### src/rtl/time_set_ctrl_if.sv
// ---------------------------------------------------------------------------
// time_set_ctrl_if
//   Key inputs and edit-control outputs of the clock time-setting sequencer.
//   slave  : the sequencer (reads raw keys, drives counter controls/display)
//   master : the key/counter side (drives raw keys, observes the controls)
// Signals
//   key_mode/key_ok/key_up/key_down  raw active-low push buttons
//   sel[2:0]    one-hot field under edit {h,m,s}; 000 in RUN
//   inc/dec     one-cycle increment/decrement pulse for the field in sel
//   dis_s/m/h   1 = corresponding counter frozen
//   blink[2:0]  per-field blank request {h,m,s}; 1 = blank digits
//   mode_code   0 RUN, 1 SET_H, 2 SET_M, 3 SET_S
// ---------------------------------------------------------------------------
interface time_set_ctrl_if;
    logic       key_mode;
    logic       key_ok;
    logic       key_up;
    logic       key_down;
    logic [2:0] sel;
    logic       inc;
    logic       dec;
    logic       dis_s;
    logic       dis_m;
    logic       dis_h;
    logic [2:0] blink;
    logic [1:0] mode_code;

    modport master (
        output key_mode, key_ok, key_up, key_down,
        input  sel, inc, dec, dis_s, dis_m, dis_h, blink, mode_code
    );

    modport slave (
        input  key_mode, key_ok, key_up, key_down,
        output sel, inc, dec, dis_s, dis_m, dis_h, blink, mode_code
    );
endinterface

### src/rtl/time_set_ctrl.sv
// ---------------------------------------------------------------------------
// time_set_ctrl
//   Time-setting sequencer for the digital clock. Debounces the four keys,
//   walks the edit field RUN -> SET_H -> SET_M -> SET_S -> RUN, issues inc/dec
//   pulses with auto-repeat, freezes the counters while editing, and drives
//   the field blink and the status-digit mode code.
// Ports
//   clk50  in   50 MHz system clock
//   reset  in   asynchronous, active-low reset
//   bus    slave modport of time_set_ctrl_if (raw keys in, controls out)
// ---------------------------------------------------------------------------
module time_set_ctrl #(
    parameter int unsigned DEBOUNCE_CYC = 1_000_000,
    parameter int unsigned REPEAT_DLY   = 25_000_000,
    parameter int unsigned REPEAT_PER   = 5_000_000,
    parameter int unsigned BLINK_HALF   = 12_500_000,
    parameter int unsigned TIMEOUT_CYC  = 500_000_000
) (
    input  logic           clk50,
    input  logic           reset,
    time_set_ctrl_if.slave bus
);

    localparam int unsigned REP_MAX = (REPEAT_DLY > REPEAT_PER) ? REPEAT_DLY : REPEAT_PER;
    localparam int unsigned DW = $clog2(DEBOUNCE_CYC + 1);
    localparam int unsigned RW = $clog2(REP_MAX + 1);
    localparam int unsigned BW = $clog2(BLINK_HALF + 1);
    localparam int unsigned TW = $clog2(TIMEOUT_CYC + 1);

    // key vector bit positions
    localparam int unsigned K_MODE = 0;
    localparam int unsigned K_OK   = 1;
    localparam int unsigned K_UP   = 2;
    localparam int unsigned K_DOWN = 3;

    typedef enum logic [1:0] {
        RUN   = 2'd0,
        SET_H = 2'd1,
        SET_M = 2'd2,
        SET_S = 2'd3
    } state_t;

    // -----------------------------------------------------------------------
    // Key conditioning: 2-flop synchroniser, debounce, registered press event
    // -----------------------------------------------------------------------
    logic [3:0]    raw;
    logic [3:0]    sync1;
    logic [3:0]    sync2;
    logic [3:0]    db;      // debounced level, 1 = released
    logic [3:0]    db_d;
    logic [3:0]    ev;      // one-cycle press event (debounced 1->0)
    logic [DW-1:0] dcnt [4];

    assign raw = {bus.key_down, bus.key_up, bus.key_ok, bus.key_mode};

    always_ff @(posedge clk50 or negedge reset) begin
        if (!reset) begin
            sync1 <= '1;
            sync2 <= '1;
            db    <= '1;
            db_d  <= '1;
            ev    <= '0;
            for (int unsigned i = 0; i < 4; i++) begin
                dcnt[i] <= '0;
            end
        end else begin
            sync1 <= raw;
            sync2 <= sync1;
            db_d  <= db;
            ev    <= db_d & ~db;
            // count consecutive samples that disagree with the accepted level;
            // any agreeing sample restarts the run
            for (int unsigned i = 0; i < 4; i++) begin
                if (sync2[i] == db[i]) begin
                    dcnt[i] <= '0;
                end else if (dcnt[i] == DW'(DEBOUNCE_CYC - 1)) begin
                    db[i]   <= sync2[i];
                    dcnt[i] <= '0;
                end else begin
                    dcnt[i] <= dcnt[i] + DW'(1);
                end
            end
        end
    end

    logic ev_mode, ev_ok, ev_up, ev_dn;
    logic up_low, dn_low;

    assign ev_mode = ev[K_MODE];
    assign ev_ok   = ev[K_OK];
    assign ev_up   = ev[K_UP];
    assign ev_dn   = ev[K_DOWN];
    assign up_low  = ~db[K_UP];
    assign dn_low  = ~db[K_DOWN];

    // -----------------------------------------------------------------------
    // State, idle timer, repeat engine and blink registers
    // -----------------------------------------------------------------------
    state_t        state;
    state_t        nxt;
    logic [TW-1:0] idle;
    logic          dis;
    logic          lock;     // up+down chord seen; held until both released
    logic          armed;    // auto-repeat active for dir_up's key
    logic          dir_up;
    logic          first;    // next repeat uses REPEAT_DLY instead of REPEAT_PER
    logic [RW-1:0] rcnt;
    logic [BW-1:0] bcnt;
    logic          bphase;

    logic in_set;
    logic change;
    logic timeout;
    logic block;
    logic rep_hit;
    logic pulse_ok;
    logic up_fire;
    logic dn_fire;
    logic ev_fire;
    logic [2:0] sel_c;

    always_comb begin
        in_set  = (state != RUN);
        timeout = in_set && (idle == TW'(TIMEOUT_CYC - 1));

        nxt = state;
        unique case (state)
            RUN:   if (ev_mode) nxt = SET_H;
            SET_H: if (ev_ok) nxt = RUN; else if (ev_mode) nxt = SET_M; else if (timeout) nxt = RUN;
            SET_M: if (ev_ok) nxt = RUN; else if (ev_mode) nxt = SET_S; else if (timeout) nxt = RUN;
            SET_S: if (ev_ok) nxt = RUN; else if (ev_mode) nxt = RUN;   else if (timeout) nxt = RUN;
        endcase
        change = (nxt != state);

        // chord lockout takes effect in the very cycle both keys read low
        block   = (up_low && dn_low) || lock;
        rep_hit = first ? (rcnt == RW'(REPEAT_DLY - 1)) : (rcnt == RW'(REPEAT_PER - 1));

        // no pulse in RUN, in a state-change cycle, or while chorded;
        // the key level gate makes release stop repeats immediately
        pulse_ok = in_set && !change && !block;
        up_fire  = pulse_ok && up_low && (ev_up || (armed && dir_up && rep_hit));
        dn_fire  = pulse_ok && dn_low && !up_fire && (ev_dn || (armed && !dir_up && rep_hit));
        ev_fire  = (up_fire && ev_up) || (dn_fire && ev_dn);

        sel_c = '0;
        unique case (state)
            RUN:   sel_c = 3'b000;
            SET_H: sel_c = 3'b100;
            SET_M: sel_c = 3'b010;
            SET_S: sel_c = 3'b001;
        endcase
    end

    always_ff @(posedge clk50 or negedge reset) begin
        if (!reset) begin
            state <= RUN;
            dis   <= 1'b0;
            idle  <= '0;
        end else begin
            state <= nxt;
            dis   <= (nxt != RUN);
            if (!in_set || (ev != '0)) begin
                idle <= '0;
            end else begin
                idle <= idle + TW'(1);
            end
        end
    end

    always_ff @(posedge clk50 or negedge reset) begin
        if (!reset) begin
            lock <= 1'b0;
        end else if (up_low && dn_low) begin
            lock <= 1'b1;
        end else if (!up_low && !dn_low) begin
            lock <= 1'b0;
        end
    end

    always_ff @(posedge clk50 or negedge reset) begin
        if (!reset) begin
            armed  <= 1'b0;
            dir_up <= 1'b0;
            first  <= 1'b0;
            rcnt   <= '0;
        end else if (!in_set || change || block) begin
            // a fresh press is required after any of these
            armed <= 1'b0;
            first <= 1'b0;
            rcnt  <= '0;
        end else if (up_fire || dn_fire) begin
            armed  <= 1'b1;
            dir_up <= up_fire;
            first  <= ev_fire;
            rcnt   <= '0;
        end else if (armed && (dir_up ? !up_low : !dn_low)) begin
            armed <= 1'b0;
            rcnt  <= '0;
        end else if (armed) begin
            rcnt <= rcnt + RW'(1);
        end
    end

    always_ff @(posedge clk50 or negedge reset) begin
        if (!reset) begin
            bcnt   <= '0;
            bphase <= 1'b0;
        end else if (!in_set || change || up_fire || dn_fire) begin
            // phase restarts unblanked on field change and on every pulse
            bcnt   <= '0;
            bphase <= 1'b0;
        end else if (bcnt == BW'(BLINK_HALF - 1)) begin
            bcnt   <= '0;
            bphase <= ~bphase;
        end else begin
            bcnt <= bcnt + BW'(1);
        end
    end

    // -----------------------------------------------------------------------
    // Outputs
    // -----------------------------------------------------------------------
    assign bus.sel       = sel_c;
    assign bus.inc       = up_fire;
    assign bus.dec       = dn_fire;
    assign bus.dis_s     = dis;
    assign bus.dis_m     = dis;
    assign bus.dis_h     = dis;
    assign bus.blink     = sel_c & {3{bphase}};
    assign bus.mode_code = state;

endmodule
### src/flat_wrapper.sv
// flat-port wrapper written by rule: the top's interface ports become plain ports
module time_set_ctrl_flat 
#(
    parameter int unsigned DEBOUNCE_CYC = 1_000_000,
    parameter int unsigned REPEAT_DLY   = 25_000_000,
    parameter int unsigned REPEAT_PER   = 5_000_000,
    parameter int unsigned BLINK_HALF   = 12_500_000,
    parameter int unsigned TIMEOUT_CYC  = 500_000_000
)
  (clk50, reset, bus_key_mode, bus_key_ok, bus_key_up, bus_key_down, bus_sel, bus_inc, bus_dec, bus_dis_s, bus_dis_m, bus_dis_h, bus_blink, bus_mode_code);
  time_set_ctrl_if bus_i ();
  input  logic clk50;
  input  logic reset;
  input wire logic [$bits(bus_i.key_mode)-1:0] bus_key_mode;
  input wire logic [$bits(bus_i.key_ok)-1:0] bus_key_ok;
  input wire logic [$bits(bus_i.key_up)-1:0] bus_key_up;
  input wire logic [$bits(bus_i.key_down)-1:0] bus_key_down;
  output wire logic [$bits(bus_i.sel)-1:0] bus_sel;
  output wire logic [$bits(bus_i.inc)-1:0] bus_inc;
  output wire logic [$bits(bus_i.dec)-1:0] bus_dec;
  output wire logic [$bits(bus_i.dis_s)-1:0] bus_dis_s;
  output wire logic [$bits(bus_i.dis_m)-1:0] bus_dis_m;
  output wire logic [$bits(bus_i.dis_h)-1:0] bus_dis_h;
  output wire logic [$bits(bus_i.blink)-1:0] bus_blink;
  output wire logic [$bits(bus_i.mode_code)-1:0] bus_mode_code;
  assign bus_i.key_mode = bus_key_mode;
  assign bus_i.key_ok = bus_key_ok;
  assign bus_i.key_up = bus_key_up;
  assign bus_i.key_down = bus_key_down;
  assign bus_sel = bus_i.sel;
  assign bus_inc = bus_i.inc;
  assign bus_dec = bus_i.dec;
  assign bus_dis_s = bus_i.dis_s;
  assign bus_dis_m = bus_i.dis_m;
  assign bus_dis_h = bus_i.dis_h;
  assign bus_blink = bus_i.blink;
  assign bus_mode_code = bus_i.mode_code;
  time_set_ctrl #(.DEBOUNCE_CYC(DEBOUNCE_CYC), .REPEAT_DLY(REPEAT_DLY), .REPEAT_PER(REPEAT_PER), .BLINK_HALF(BLINK_HALF), .TIMEOUT_CYC(TIMEOUT_CYC)) u_core (.clk50(clk50), .reset(reset), .bus(bus_i));
endmodule
### config.mk
export PLATFORM = sky130hd
export DESIGN_NAME = time_set_ctrl_flat
export DESIGN_NICKNAME = d
export VERILOG_FILES = /design/src/rtl/time_set_ctrl_if.sv /design/src/rtl/time_set_ctrl.sv /design/src/flat_wrapper.sv
export SDC_FILE = /design/constraint.sdc
export NUM_CORES = 1
export LEC_CHECK = 0
export ABC_CLOCK_PERIOD_IN_PS = 7800
export BUFFER_PORTS_ARGS = -buffer_cell sky130_fd_sc_hd__buf_2
export CORE_ASPECT_RATIO = 0.5
export CORE_UTILIZATION = 30
export DETAILED_ROUTE_END_ITERATION = 7
export GPL_TIMING_DRIVEN = 0
export PLACE_DENSITY = 0.54
export SYNTH_ARGS = -nofsm -noshare
export SYNTH_HDL_FRONTEND = slang
export SYNTH_SLANG_ARGS = --single-unit
### constraint.sdc
create_clock -name clk50 -period 7.8 [get_ports clk50]
set_clock_uncertainty 0.2 [all_clocks]
set_input_delay 2.34 -clock clk50 [delete_from_list [all_inputs] [get_ports clk50]]
set_output_delay 2.34 -clock clk50 [all_outputs]
set_load 0.03 [all_outputs]
# ---- Yosys cells after proc, flatten, opt, wreduce, memory -nomap -nowiden
# Index checks and enable logic that the tools add are counted.
# W data, S select, Z words.
dict set report classes {
  addsub 7
  n_eq_ne 16
  muxes 36
  bitwise 11
  reduce_logical 46
}
# cell count
set op_table {}
lappend op_table {{$mux W20} 8}
lappend op_table {{$mux W25} 4}
lappend op_table {{$add A20 B1 Y20 const B} 4}
lappend op_table {{$eq A20 B20 Y1 const B} 4}
lappend op_table {{$mux W24} 2}
lappend op_table {{$add A29 B1 Y29 const B} 1}
lappend op_table {{$eq A29 B29 Y1 const B} 1}
lappend op_table {{$mux W29} 1}
lappend op_table {{$add A25 B1 Y25 const B} 1}
lappend op_table {{$eq A25 B23 Y1 const B} 1}
lappend op_table {{$eq A25 B25 Y1 const B} 1}
lappend op_table {{$add A24 B1 Y24 const B} 1}
lappend op_table {{$eq A24 B24 Y1 const B} 1}
lappend op_table {{$logic_and A1 B1 Y1} 17}
lappend op_table {{$mux W2} 8}
lappend op_table {{$pmux W3 S4} 1}
lappend op_table {{$mux W1} 11}
lappend op_table {{$logic_or A1 B1 Y1} 10}
lappend op_table {{$reduce_and A2 Y1} 5}
lappend op_table {{$reduce_bool A2 Y1} 5}
lappend op_table {{$not A1 Y1} 8}
lappend op_table {{$pmux W2 S4} 1}
lappend op_table {{$reduce_bool A4 Y1} 2}
lappend op_table {{$logic_not A1 Y1} 5}
lappend op_table {{other kinds (9)} 13}
dict set report totals {
  ff_bits 186
  input_bits 6
  out_inout_bits 13
  elab_cells 138
}

# ---- Longest topological paths before layout
dict set report logic_depth {
  ltp_word 19
  depth_mapped 9
  ltp_nobuf 6
}

# ---- Least setup slack after synthesis
# No wires, ideal clock.
dict set report synth_timing {
  kind {reg-to-output}
  start {register u_core.db[2]}
  end {output port bus_dec}
  t_arrival_ns 3.046
  required_time_ns 5.260
  setup_slack_ns 2.214
  stages_incl_launch_ff 7
  n_path_buf 1
  cell_sequence {dfstp_2 -> clkbuf_1 -> inv_1 -> ha_1 -> nor3_1 -> nand2_1 -> a2111oi_0}
}
dict set report synth_between {
  elab_chain_cells 10
}
# item line
set synth_lines {}
lappend synth_lines {{start: declaration} time_set_ctrl.sv:49} ;# logic [3:0] db;
lappend synth_lines {{start signal: indexed assignment} time_set_ctrl.sv:77} ;# db[i] <= sync2[i];
lappend synth_lines {{$not A1 Y1 *} time_set_ctrl.sv:93} ;# assign up_low = ~db[K_UP];
lappend synth_lines {{$logic_and A1 B1 Y1} time_set_ctrl.sv:136} ;# block = (up_low && dn_low) || lock;
lappend synth_lines {{$logic_or A1 B1 Y1} time_set_ctrl.sv:136}
lappend synth_lines {{$logic_not A1 Y1} time_set_ctrl.sv:141} ;# pulse_ok = in_set && !change && !block;
lappend synth_lines {{$logic_and A1 B1 Y1} time_set_ctrl.sv:141}
lappend synth_lines {{$logic_and A1 B1 Y1 (2 in series)} time_set_ctrl.sv:142} ;# up_fire = pulse_ok && up_low && (ev_up || (armed && dir_up && rep_hit));
lappend synth_lines {{$logic_not A1 Y1} time_set_ctrl.sv:143} ;# dn_fire = pulse_ok && dn_low && !up_fire && (ev_dn || (armed && !dir_up && rep_hit));
lappend synth_lines {{$logic_and A1 B1 Y1 * (2 in series)} time_set_ctrl.sv:143}
lappend synth_lines {{end: declaration} flat_wrapper.sv:20} ;# output wire logic [$bits(bus_i.dec)-1:0] bus_dec;
# Every way passes the cells marked *; elsewhere a longest branch is shown, timed or not.

# ---- Worst setup path after layout
# Ends and elaborated chain as after synthesis.

==> flow_summary_export.csv <==
group,metric,value,unit
synthesis,syn_nets,915,
worst_setup_path,crit_required,5.26,ns
worst_setup_path,arrival,3.00,ns
sta,slew_viol_final,0,
clock_tree,cts_root_buf,"clkbuf_16",
detailed_routing,routed_wl,17.4,mm
sta,setup_viol,0,
sta,timing.fmax,181,MHz
global_routing,grt_start_max_net_pins,104,
global_routing,top_usage_layer,"met2",
power_and_ir_drop,leakage,4.07,nW
sta,finalHoldViolCount,0,
synthesis,synth_area_per_cell,9.98,sq um
global_routing,grt_pass1_wl,30.9,mm
clock_tree,clock_sinks,186,
global_routing,grtUsageMet1,17.1,%
floorplan,ios,19,
synthesis,syn_area,8990,sq um
sta,tightest_slew,1.08,ns
clock_tree,holdBufCountCts,0,
synthesis,synth_area_leader_cell,"dfrtp_1",
finish,syn_to_final_growth,13.4,%
floorplan,die_x,247,um
synthesis,synth-seq-cells,186,
floorplan,rows,44,
synthesis,synth_cell_types,50,
placement,dpl.hpwl,11.7,mm
clock_tree,clk_latency,0.43,ns
detailed_routing,drt_iter0_drc,397,
global_routing,track_usage,12.3,%
status,status,"finished, final reports clean",
finish,drive_gt1_share,9.77,%
finish,final_cell_mix,"170 x dfrtp_1, 138 x nor2_1, 89 x xor2_1, 69 x nor3_1, 60 x nand2_1",
finish,n_antenna_cell,0,
power_and_ir_drop,p_total,1.90,mW
global_routing,met2_usage,19.1,%
clock_tree,cts_made_buffers,17,
synthesis,yosysWarnings,0,
min_path,worst_hold_path_type,"register to register",
synthesis,synth_area_leaders,"dfrtp_1 47%, xor2_1 8.7%, nor2_1 5.8%, xnor2_1 5.6%, dfstp_2 4.7%",
clock_tree,post_cts_buffers,0,
power_and_ir_drop,peakVddDrop,0.113,mV
finish,nNetsFinal,953,
floorplan,start_util,30.8,%
synthesis,synth_top_area_share,47.3,%
synthesis,synth-seq-area-share,52.0,%
clock_tree,clockBufferDepth,2,
floorplan,fp.dieH,124,um
clock_tree,post_cts_resized,0,
floorplan,dieArea,30700,sq um
detailed_routing,num_vias,6374,
sta,slew_headroom,27.3,%
floorplan,core,29200,sq um
synthesis,synth_cells,901,
power_and_ir_drop,power_density,187,nW/um^2
job,max-cap-violations,0,
global_routing,use_met3,2.05,%
detailed_routing,drc,0,
global_routing,first_global_vias,6345,
sta,timing.hold.ws,0.157,ns
clock_tree,cts_tree,"done",
placement,gp_congestion,0.768,
clock_tree,cts.reportedPaths.clkPinSlew,0.07,ns
sta,rsz0062_at_grt,"false",
sta,setup_tns,0,ns
finish,final_common_cell,"dfrtp_1",
detailed_routing,vias_per_cell,4.75,
worst_setup_path,setup.worst_path.class,"register to output pin",
global_routing,antenna_found_initial,0,
worst_setup_path,start_kind,"register",
sta,fin_crit_sh,71.0,%
clock_tree,htree_levels,4,
worst_setup_path,critPathMaxFanout,8,
detailed_routing,dr.pass1.iters,5,
global_routing,overflow,0,
worst_setup_path,end_kind,"output pin",
placement,numPortBuffers,18,
detailed_routing,avgRoutedWirePerCell,13.0,um
detailed_routing,postRouteAntennaNets,0,
sta,layout_min_cycle_time,5.54,ns
[synth_stat cells, drive strengths merged]
| cell type | n |
|---|---|
| a2111o | 1 |
| a2111oi | 1 |
| a211oi | 3 |
| a21o | 2 |
| a21oi | 7 |
| a221oi | 1 |
| a31o | 1 |
| a31oi | 3 |
| and2 | 10 |
| and3 | 19 |
| and4 | 15 |
| buf | 13 |
| clkbuf | 17 |
| dfrtp | 170 |
| dfstp | 16 |
| ha | 8 |
| inv | 22 |
| mux2 | 4 |
| mux2i | 2 |
| nand2 | 60 |
| nand2b | 1 |
| nand3 | 53 |
| nand3b | 1 |
| nand4 | 48 |
| nand4b | 3 |
| nor2 | 138 |
| nor2b | 8 |
| nor3 | 69 |
| nor3b | 6 |
| nor4 | 14 |
| nor4b | 7 |
| nor4bb | 3 |
| o21a | 1 |
| o21ai | 8 |
| o2bb2ai | 1 |
| o31a | 1 |
| o32ai | 1 |
| or2 | 8 |
| or3 | 7 |
| or4 | 2 |
| xnor2 | 57 |
| xor2 | 89 |
[worst max-delay path, stage by stage (launching register included)]
cell and delay, ns:
dfstp_2 0.53, clkbuf_1 0.29, inv_1 0.18, ha_1 0.30, nor3_1 0.25, nand2_1 0.23
a2111oi_0 0.48, buf_2 0.30
[final timing paths]
check | startpoint | to | slack (ns) | depth (start not counted)
setup / recovery | u_core.db[2]$_DFFE_PN1P_ | bus_dec | 2.26 | 7
hold reg to reg | u_core.sync1[1]$_DFF_PN1_ | u_core.sync2[1]$_DFF_PN1_ | 0.16 | 0
min in group asynchronous | reset | u_core.dcnt[78]$_DFF_PN0_ | 1.75 | 1
hold / removal | u_core.sync1[1]$_DFF_PN1_ | u_core.sync2[1]$_DFF_PN1_ | 0.16 | 0
max in group asynchronous | reset | u_core.db_d[1]$_DFF_PN1_ | 4.73 | 2
setup reg to reg | u_core.idle[0]$_DFF_PN0_ | u_core.bcnt[21]$_DFF_PN0_ | 5.16 | 9
[through the flow]
stage	utilization [%]	cell area [sq um]	instances	worst slack (ns)
floorplan	-	8990	901	2.21
global placement	32.7	9570	1310	1.14
detailed placement	32.9	9610	1311	2.67
CTS	34.9	10200	1343	2.16
global route	34.9	10200	1343	1.97
finish	34.9	10200	1343	2.26
[kinds of logic after synthesis]
| kind of cell | count (synthesis) | share of synthesized area, % |
|---|---|---|
| fa+ha+maj | 8 | 1.11 |
| mux | 6 | 0.724 |
| simple gates | 472 | 26.9 |
| buf+inv | 52 | 2.62 |
| flops | 186 | 52.0 |
| compound gates | 31 | 2.39 |
| xor+xnor | 146 | 14.2 |
[final cells by class]
| class | count | area [sq um] |
|---|---|---|
| tap | 391 | 489 |
| inverter | 22 | 82.6 |
| sequential | 186 | 4670 |
| timing repair buffer | 19 | 128 |
| fill | 2871 | 19000 |
| clock inverter | 12 | 151 |
| clock buffer | 20 | 437 |
| buffer | 30 | 153 |
| multi-input combinational | 663 | 4080 |
[per-layer routing]
layer | vias up | wire length (um)
li1 | 3191 | -
met1 | 3102 | 9050
met2 | 66 | 7760
met3 | 15 | 382
met4 | 0 | 242
met5 | - | 0
[sequential cells by signal, summed over array words and instances (netlist names)]
signal	flops
u_core.sync1	4
u_core.armed	1
u_core.lock	1
u_core.db	4
u_core.bus.dis_h	1
u_core.dcnt	80
u_core.bphase	1
u_core.dir_up	1
u_core.ev	4
u_core.bcnt	24
u_core.sync2	4
u_core.rcnt	25
u_core.bus.mode_code	2
u_core.first	1
u_core.db_d	4
u_core.idle	29
[power breakdown]
part	internal (mW)	switching (mW)	total [mW]
Combinational	0.0101	0.0312	0.0413
Sequential	0.973	0.00700	0.980
Clock	0.484	0.397	0.881
(Power assumes the default switching activity.)
